`config.mk`:
```
export PLATFORM = sky130hd
export DESIGN_NAME = spi_result_transmitter
export DESIGN_NICKNAME = d
export VERILOG_FILES = /design/src/rtl/spi_pkg.sv /design/src/rtl/spi_result_transmitter_sync.sv /design/src/rtl/spi_result_transmitter.sv
export SDC_FILE = /design/constraint.sdc
export NUM_CORES = 1
export LEC_CHECK = 0
export BUFFER_PORTS_ARGS = -buffer_cell sky130_fd_sc_hd__buf_4
export CORE_ASPECT_RATIO = 2
export CORE_MARGIN = 5
export CORE_UTILIZATION = 28
export CTS_CLUSTER_SIZE = 25
export DETAILED_ROUTE_END_ITERATION = 8
export PLACE_DENSITY = 0.5
export SKIP_LAST_GASP = 1
export SYNTH_ARGS = -nofsm -noshare
export SYNTH_HDL_FRONTEND = slang
export SYNTH_HIERARCHICAL = 1
export SYNTH_SLANG_ARGS = --single-unit
```
`constraint.sdc`:
```
create_clock -name mainClk -period 2.4 [get_ports mainClk]
set_input_delay 0.12 -clock mainClk [delete_from_list [all_inputs] [get_ports mainClk]]
set_output_delay 0.12 -clock mainClk [all_outputs]
set_load 0.05 [all_outputs]
```
`src/rtl/spi_pkg.sv`:
```
// ---------------------------------------------------------------------------
// spi_pkg
// Definitions shared by the SPI receive and transmit sides of the edge
// detection link: the word size, the transmitter state encoding and the
// frame geometry of the image streamed from the MCU.
// No ports (package).
// ---------------------------------------------------------------------------
package spi_pkg;

    // Word size used on the SPI link in both directions.
    localparam int SPI_MESSAGE_BITS = 16;

    // Geometry of one image frame delivered by the MCU.
    localparam int FRAME_WIDTH  = 320;
    localparam int FRAME_HEIGHT = 240;
    localparam int FRAME_PIXELS = FRAME_WIDTH * FRAME_HEIGHT;

    // Transmitter sequencing: wait for a frame, load a word, shift it out.
    typedef enum logic [1:0] {
        IDLE  = 2'd0,
        LOAD  = 2'd1,
        SHIFT = 2'd2
    } spiTxState_t;

    // Linear pixel index of (x, y) within a frame, row-major.
    function automatic int pixelIndex(input int x, input int y);
        return y * FRAME_WIDTH + x;
    endfunction

endpackage

```
`src/rtl/spi_result_transmitter_sync.sv`:
```
// ---------------------------------------------------------------------------
// sync_edge_detect
// Brings an asynchronous SPI pin into the mainClk domain through two flops,
// keeps one more flop of history and reports single-cycle rise/fall pulses.
// Ports:
//   clk      - sampling clock (mainClk)
//   nreset   - synchronous active-low reset; all flops take IDLE_LEVEL
//   async_i  - asynchronous pin level
//   rise_o   - one-cycle pulse on a synchronized 0->1 transition
//   fall_o   - one-cycle pulse on a synchronized 1->0 transition
// ---------------------------------------------------------------------------
module sync_edge_detect #(
    parameter logic IDLE_LEVEL = 1'b0
) (
    input  logic clk,
    input  logic nreset,
    input  logic async_i,
    output logic rise_o,
    output logic fall_o
);

    logic meta_q;
    logic sync_q;
    logic prev_q;

    // Two-flop synchronizer followed by a history flop. Reset loads the
    // pin's idle level so that leaving reset never fakes an edge.
    always_ff @(posedge clk) begin
        if (!nreset) begin
            meta_q <= IDLE_LEVEL;
            sync_q <= IDLE_LEVEL;
            prev_q <= IDLE_LEVEL;
        end else begin
            meta_q <= async_i;
            sync_q <= meta_q;
            prev_q <= sync_q;
        end
    end

    assign rise_o = ~prev_q & sync_q;
    assign fall_o = prev_q & ~sync_q;

endmodule

```
`src/rtl/spi_result_transmitter.sv`:
```
// ---------------------------------------------------------------------------
// spi_result_transmitter
// Returns edge-detection results to the MCU over SPI (mode 0). Results are
// buffered in a small FIFO; each word of an MCU frame shifts one buffered
// word MSB-first on sdo, or FILL_WORD when the FIFO has run dry. spiClk and
// ncs are oversampled on mainClk, so there is a single clock domain.
// Ports:
//   mainClk       - system clock, at least 8x spiClk
//   nreset        - synchronous active-low reset
//   spiClk, ncs   - SPI clock and chip select from the MCU (asynchronous)
//   sdo           - serial data out, MSB first
//   sdoEnable     - high while a frame is being served (pad tristate)
//   resultWord    - result word from the filter pipeline
//   resultValid   - resultWord is valid
//   resultReady   - FIFO not full
//   wordsPending  - FIFO occupancy
//   underrun      - one-cycle pulse when FILL_WORD is loaded
//   txAbort       - one-cycle pulse when ncs rises mid-word
// Build option: define SPI_TX_VALID_TAG_EN to replace the MSB of every
// transmitted word with a tag (1 = FIFO word, 0 = filler).
// ---------------------------------------------------------------------------
module spi_result_transmitter
    import spi_pkg::*;
#(
    parameter int                      MESSAGE_BITS = SPI_MESSAGE_BITS,
    parameter int                      FIFO_DEPTH   = 4,
    parameter logic [MESSAGE_BITS-1:0] FILL_WORD    = '0
) (
    input  logic                          mainClk,
    input  logic                          nreset,
    input  logic                          spiClk,
    input  logic                          ncs,
    output logic                          sdo,
    output logic                          sdoEnable,
    input  logic [MESSAGE_BITS-1:0]       resultWord,
    input  logic                          resultValid,
    output logic                          resultReady,
    output logic [$clog2(FIFO_DEPTH):0]   wordsPending,
    output logic                          underrun,
    output logic                          txAbort
);

    localparam int PTR_W = $clog2(FIFO_DEPTH);
    localparam int CNT_W = PTR_W + 1;
    localparam int BIT_W = $clog2(MESSAGE_BITS);
    localparam logic [BIT_W-1:0] LAST_BIT  = BIT_W'(MESSAGE_BITS - 1);
    localparam logic [CNT_W-1:0] DEPTH_CNT = CNT_W'(FIFO_DEPTH);

    logic sckFall;
    logic sckRiseUnused;
    logic ncsFall;
    logic ncsRise;

    spiTxState_t state_q, state_d;
    logic [MESSAGE_BITS-1:0] shiftReg_q, shiftReg_d;
    logic [BIT_W-1:0]        bitCount_q, bitCount_d;

    logic [MESSAGE_BITS-1:0] fifoMem_q [FIFO_DEPTH];
    logic [PTR_W-1:0]        wrPtr_q;
    logic [PTR_W-1:0]        rdPtr_q;
    logic [CNT_W-1:0]        count_q;

    logic                    fifoEmpty;
    logic                    fifoFull;
    logic                    push;
    logic                    pop;
    logic                    lastBit;
    logic [MESSAGE_BITS-1:0] headWord;
    logic [MESSAGE_BITS-1:0] loadWord;

    // spiClk idles low in mode 0; only its falling edge moves the shifter,
    // so the rising-edge pulse is left unused.
    sync_edge_detect #(.IDLE_LEVEL(1'b0)) sckSync (
        .clk     (mainClk),
        .nreset  (nreset),
        .async_i (spiClk),
        .rise_o  (sckRiseUnused),
        .fall_o  (sckFall)
    );

    sync_edge_detect #(.IDLE_LEVEL(1'b1)) ncsSync (
        .clk     (mainClk),
        .nreset  (nreset),
        .async_i (ncs),
        .rise_o  (ncsRise),
        .fall_o  (ncsFall)
    );

    assign fifoEmpty = (count_q == '0);
    assign fifoFull  = (count_q == DEPTH_CNT);
    assign push      = resultValid & ~fifoFull;
    // A frame that ends while in LOAD takes nothing out of the FIFO.
    assign pop       = (state_q == LOAD) & ~ncsRise & ~fifoEmpty;
    assign lastBit   = sckFall & (bitCount_q == LAST_BIT);
    assign headWord  = fifoMem_q[rdPtr_q];

`ifdef SPI_TX_VALID_TAG_EN
    assign loadWord = fifoEmpty ? {1'b0, FILL_WORD[MESSAGE_BITS-2:0]}
                                : {1'b1, headWord[MESSAGE_BITS-2:0]};
`else
    assign loadWord = fifoEmpty ? FILL_WORD : headWord;
`endif

    // State register together with the shifter and its bit counter.
    always_ff @(posedge mainClk) begin
        if (!nreset) begin
            state_q    <= IDLE;
            shiftReg_q <= '0;
            bitCount_q <= '0;
        end else begin
            state_q    <= state_d;
            shiftReg_q <= shiftReg_d;
            bitCount_q <= bitCount_d;
        end
    end

    // Next-state logic. ncs rising always wins, including on the final bit
    // of a word, so a finished frame never starts loading another word.
    always_comb begin
        state_d    = state_q;
        shiftReg_d = shiftReg_q;
        bitCount_d = bitCount_q;
        case (state_q)
            IDLE: begin
                if (ncsFall) state_d = LOAD;
            end
            LOAD: begin
                if (ncsRise) begin
                    state_d = IDLE;
                end else begin
                    shiftReg_d = loadWord;
                    bitCount_d = '0;
                    state_d    = SHIFT;
                end
            end
            SHIFT: begin
                if (ncsRise) begin
                    state_d = IDLE;
                end else if (sckFall) begin
                    shiftReg_d = shiftReg_q << 1;
                    bitCount_d = bitCount_q + 1'b1;
                    if (bitCount_q == LAST_BIT) state_d = LOAD;
                end
            end
            default: state_d = IDLE;
        endcase
    end

    // Outputs decoded from the current state. Any ncs rise in SHIFT cuts a
    // loaded word short unless it coincides with that word's last bit.
    always_comb begin
        sdo       = 1'b0;
        sdoEnable = 1'b0;
        underrun  = 1'b0;
        txAbort   = 1'b0;
        case (state_q)
            LOAD: begin
                sdoEnable = 1'b1;
                underrun  = ~ncsRise & fifoEmpty;
            end
            SHIFT: begin
                sdoEnable = 1'b1;
                sdo       = shiftReg_q[MESSAGE_BITS-1];
                txAbort   = ncsRise & ~lastBit;
            end
            default: ;
        endcase
    end

    // FIFO bookkeeping. A simultaneous push and pop leaves the count alone.
    always_ff @(posedge mainClk) begin
        if (!nreset) begin
            wrPtr_q <= '0;
            rdPtr_q <= '0;
            count_q <= '0;
        end else begin
            if (push) wrPtr_q <= wrPtr_q + 1'b1;
            if (pop)  rdPtr_q <= rdPtr_q + 1'b1;
            case ({push, pop})
                2'b10:   count_q <= count_q + 1'b1;
                2'b01:   count_q <= count_q - 1'b1;
                default: count_q <= count_q;
            endcase
        end
    end

    // FIFO storage needs no reset; emptiness is tracked by the count.
    always_ff @(posedge mainClk) begin
        if (push) fifoMem_q[wrPtr_q] <= resultWord;
    end

    assign resultReady  = ~fifoFull;
    assign wordsPending = count_q;

endmodule

```
==> flow_results.org <==
** Global route
- Number of antenna violations at the first check in global routing :: 0
- Vias in the first global route :: 2,425
- Summed over all layers, the global routing overflow is 0.
- The first global-routing pass estimated 12,800 µm of wire.
- Maximum number of pins on one net before global-route repair :: 37
- Global routing used 10.1% of the available tracks across all layers.

** Cells and area
- Of the cells placed in the final design, the portion with a size suffix greater than 1 is 25.5%.
- Compared with the post-synthesis result, the final layout area differs by 22.8%.
- N_diodes :: 0
- The final layout contains 356 nets.
- The filler cells instantiated in the layout total 1,461.
- Final instance area :: 5050 µm²

** Floorplanning
- Die area :: 17,400 µm²
- Standard-cell row count :: 62
- Vert. Die Dim :: 181 µm
- For this configuration, the core starts out at a cell density of 28.5%.
- The floorplan step set the die width to 95.7 µm.
- Top-Level Pins :: 29
- In this run the standard cell core region covers 14,400 µm².

** Worst setup path
- Stage delay of the slowest cell on the critical path :: 0.41 ns
- Startpoint of the worst-slack reg-to-reg timing path :: wordsPending[2]$_SDFFE_PN0P_
- Library cell contributing the largest single delay on the critical path :: sky130_fd_sc_hd__or3b_4
- In this design, the critical path's most frequently occurring cell is sky130_fd_sc_hd__inv_1.
- Largest delay share family, worst path :: simple AND/OR/NAND/NOR gates
- Data on the critical path arrives at its endpoint at 2.52 ns.
- Largest fanout on the critical path :: 6
- Across all register-to-register paths, the minimum setup slack is 0.15 ns.
- Number of buffer and inverter instances along the worst setup path :: 2
- The critical path is of the flip-flop to flip-flop type.
- Worst Setup Start Kind :: flip-flop
- Data on the critical path is required at its endpoint by 2.67 ns.
- The critical path starts at wordsPending[2]$_SDFFE_PN0P_.
- Endpoint type of the worst setup path :: flip-flop
- The signal on the critical path passes through or3b_4 > and2_4 > inv_1 > ha_2 > inv_1 > fa_2 > xor2_1 > or3_1 > a21boi_1.

** STA
- Post-Route Hold Slack :: 0.125 ns
- Final-report hold violation count :: 0
- Of the available clock period, the critical path in the final layout requires 93.7%.
- Headroom to the max-slew limit came out at 75.0%.
- The final-report max-slew violation count came to 0.
- The smallest clock period supported by the final layout is computed as 2.25 ns.
- For this run, the top clock speed supported by timing is 445 MHz.
- Slew at the pin with the worst max-slew slack :: 0.373 ns
- Across the routed clock network, the largest skew measured is 0.00684 ns.
- Setup repair after global routing left no endpoint under its margin.
- Setup violations remaining at the end of the flow were counted as 0.
- Total negative slack for setup checks :: 0 ns

** Route
- The detail route stage leaves a number of antenna-violating nets equal to 0.
- First-iteration detailed-routing DRC count :: 146
- Detailed Route WL :: 8110 µm
- Drt pass-1 iters :: 4
- In the final routed layout, each cell accounts on average for 15.6 µm.
- In the routed design, unresolved DRC markers number 0.
- Vias after detailed routing :: 2,308
- Avg Vias per Cell :: 4.43

** Clock network
- The cell sitting at the root of the clock tree is a sky130_fd_sc_hd__clkbuf_16.
- After clock tree synthesis, the clock-pin slew on the worst setup and hold paths is 0.07 ns.
- TritonCTS built the clock tree.
- For the worst-skew pair, the clock arrives at the later sink with an insertion delay of 0.34 ns.
- Clk buf depth :: 2
- Htree depth :: 3
- Buffers inserted during clock tree synthesis total 9.
- The clock drives 101 sinks.

** Synth
- Synthesis Warnings :: 6
- The mapped netlist covers 4110 µm².
- Synthesis produced a netlist whose cell count is 269.
- Averaged over all synthesized cells, the footprint is 15.3 µm².
- Post-synthesis net count :: 301

** Run status
- The run finished with clean final reports.

** Power and ir drop
- The analysis attributes to cell leakage a power of 1.82 nW.
- Across the VDD grid, the largest voltage drop is 0.000347 V.
- PwrDens :: 1000 nW/µm²

** Placement
- Dpl hpwl :: 5440 µm
- At the end of routability-driven placement, the weighted congestion stood at 0.718.
- Input and output buffers added on the ports amount to 28.
- Area after detailed placement :: 4590 µm²

** Worst hold path
- Startpoint of the lowest-slack hold path :: nreset
- Type of the worst min-delay path :: input port to flip-flop

** Flow run
- Max capacitance violation total :: 0
==> flip-flops by register name (all words and copies together) (netlist names), named ones only <==
name and cells:
wordsPending 3, ncsSync/sync_q 1, ncsSync/prev_q 1, bitCount_q 4, sckSync/meta_q 1, rdPtr_q 2, shiftReg_q 16, fifoMem_q 64
state_q 2, sckSync/prev_q 1, wrPtr_q 2, ncsSync/meta_q 1, sckSync/sync_q 1
==> metal layers <==
| layer | global-route usage, % | vias to the layer above | wire, µm |
|---|---|---|---|
| li1 | - | 1120 | - |
| met1 | 10.4 | 1151 | 3000 |
| met2 | 18.5 | 28 | 4710 |
| met3 | 2.28 | 9 | 224 |
| met4 | 4.62 | 0 | 174 |
| met5 | 0 | - | 0 |
==> cells in the final DEF (no fill, tap or decap), types with 2 or more instances in the layout <==
cell	n
sky130_fd_sc_hd__a221oi_1	5
sky130_fd_sc_hd__and3_1	5
sky130_fd_sc_hd__nand2b_1	4
sky130_fd_sc_hd__dlygate4sd3_1	18
sky130_fd_sc_hd__nand2_1	4
sky130_fd_sc_hd__dfxtp_2	2
sky130_fd_sc_hd__nand3_1	3
sky130_fd_sc_hd__a21boi_0	3
sky130_fd_sc_hd__ha_1	9
sky130_fd_sc_hd__a221oi_2	10
sky130_fd_sc_hd__and2_1	11
sky130_fd_sc_hd__mux2i_1	2
sky130_fd_sc_hd__nor2b_1	10
sky130_fd_sc_hd__clkinv_4	3
sky130_fd_sc_hd__xnor2_1	4
sky130_fd_sc_hd__mux4_2	10
sky130_fd_sc_hd__edfxtp_1	64
sky130_fd_sc_hd__buf_4	39
sky130_fd_sc_hd__inv_6	3
sky130_fd_sc_hd__dfxtp_1	34
sky130_fd_sc_hd__a21oi_1	2
sky130_fd_sc_hd__inv_1	8
sky130_fd_sc_hd__nor3_1	2
sky130_fd_sc_hd__nor2_1	20
sky130_fd_sc_hd__or3_1	2
sky130_fd_sc_hd__clkbuf_16	9
sky130_fd_sc_hd__mux4_1	6
sky130_fd_sc_hd__o21ai_0	19
sky130_fd_sc_hd__xor2_1	2
==> area by class of cell <==
class                           instances  area [µm²]  share of cell area [%]
Sequential cell                       101        2670                    52.8
Multi-Input combinational cell        146        1340                    26.5
Timing Repair Buffer                   58         493                    9.76
Tap cell                              192         240                    4.76
Clock buffer                            9         225                    4.46
Clock inverter                          7        56.3                    1.11
Inverter                                8        30.0                   0.595
==> report_power, final <==
part | leakage [nW] | internal [mW] | switching (mW)
Clock | 0.138 | 0.716 | 0.641
Combinational | 0.788 | 0.601 | 0.856
Sequential | 0.892 | 2.11 | 0.129
Total | 1.82 | 3.43 | 1.63
==> repair_timing <==
| action | 4_1_cts | 5_1_grt |
|---|---|---|
| setup buffers | 0 | 0 |
| hold endpoints to repair | 66 | 0 |
| hold buffers | 18 | 0 |
| gates resized for setup | 0 | 1 |
| endpoints found under the setup margin | 0 | 1 |
==> final timing paths <==
kind	depth (start not counted)	endpoint
hold / removal	2	ncsSync/meta_q$_SDFF_PN1_
hold reg to reg	1	ncsSync/sync_q$_SDFF_PN1_
setup / recovery	9	wordsPending[2]$_SDFFE_PN0P_
setup reg to reg	9	wordsPending[2]$_SDFFE_PN0P_
==> metrics by stage <==
step | std cells | power (mW) | setup WS, ns | utilization (%)
final | 521 | 5.05 | 0.152 | 35.0
after global routing | 521 | 5.36 | 0.0233 | 35.0
after CTS | 521 | 5.14 | 0.134 | 35.0
after detailed placement | 487 | 3.74 | 0.153 | 31.8
after global placement | 487 | 3.71 | 0.219 | 31.8
after floorplan | 269 | 3.33 | 0.0266 | -
==> worst register-to-register path: stages, from the launching register on <==
cell	delay [ns]
sky130_fd_sc_hd__dfxtp_4	0.36
sky130_fd_sc_hd__or3b_4	0.41
sky130_fd_sc_hd__and2_4	0.16
sky130_fd_sc_hd__inv_1	0.07
sky130_fd_sc_hd__ha_2	0.19
sky130_fd_sc_hd__inv_1	0.05
sky130_fd_sc_hd__fa_2	0.33
sky130_fd_sc_hd__xor2_1	0.16
sky130_fd_sc_hd__or3_1	0.31
sky130_fd_sc_hd__a21boi_1	0.14
Power figures use the tool's default switching activity.
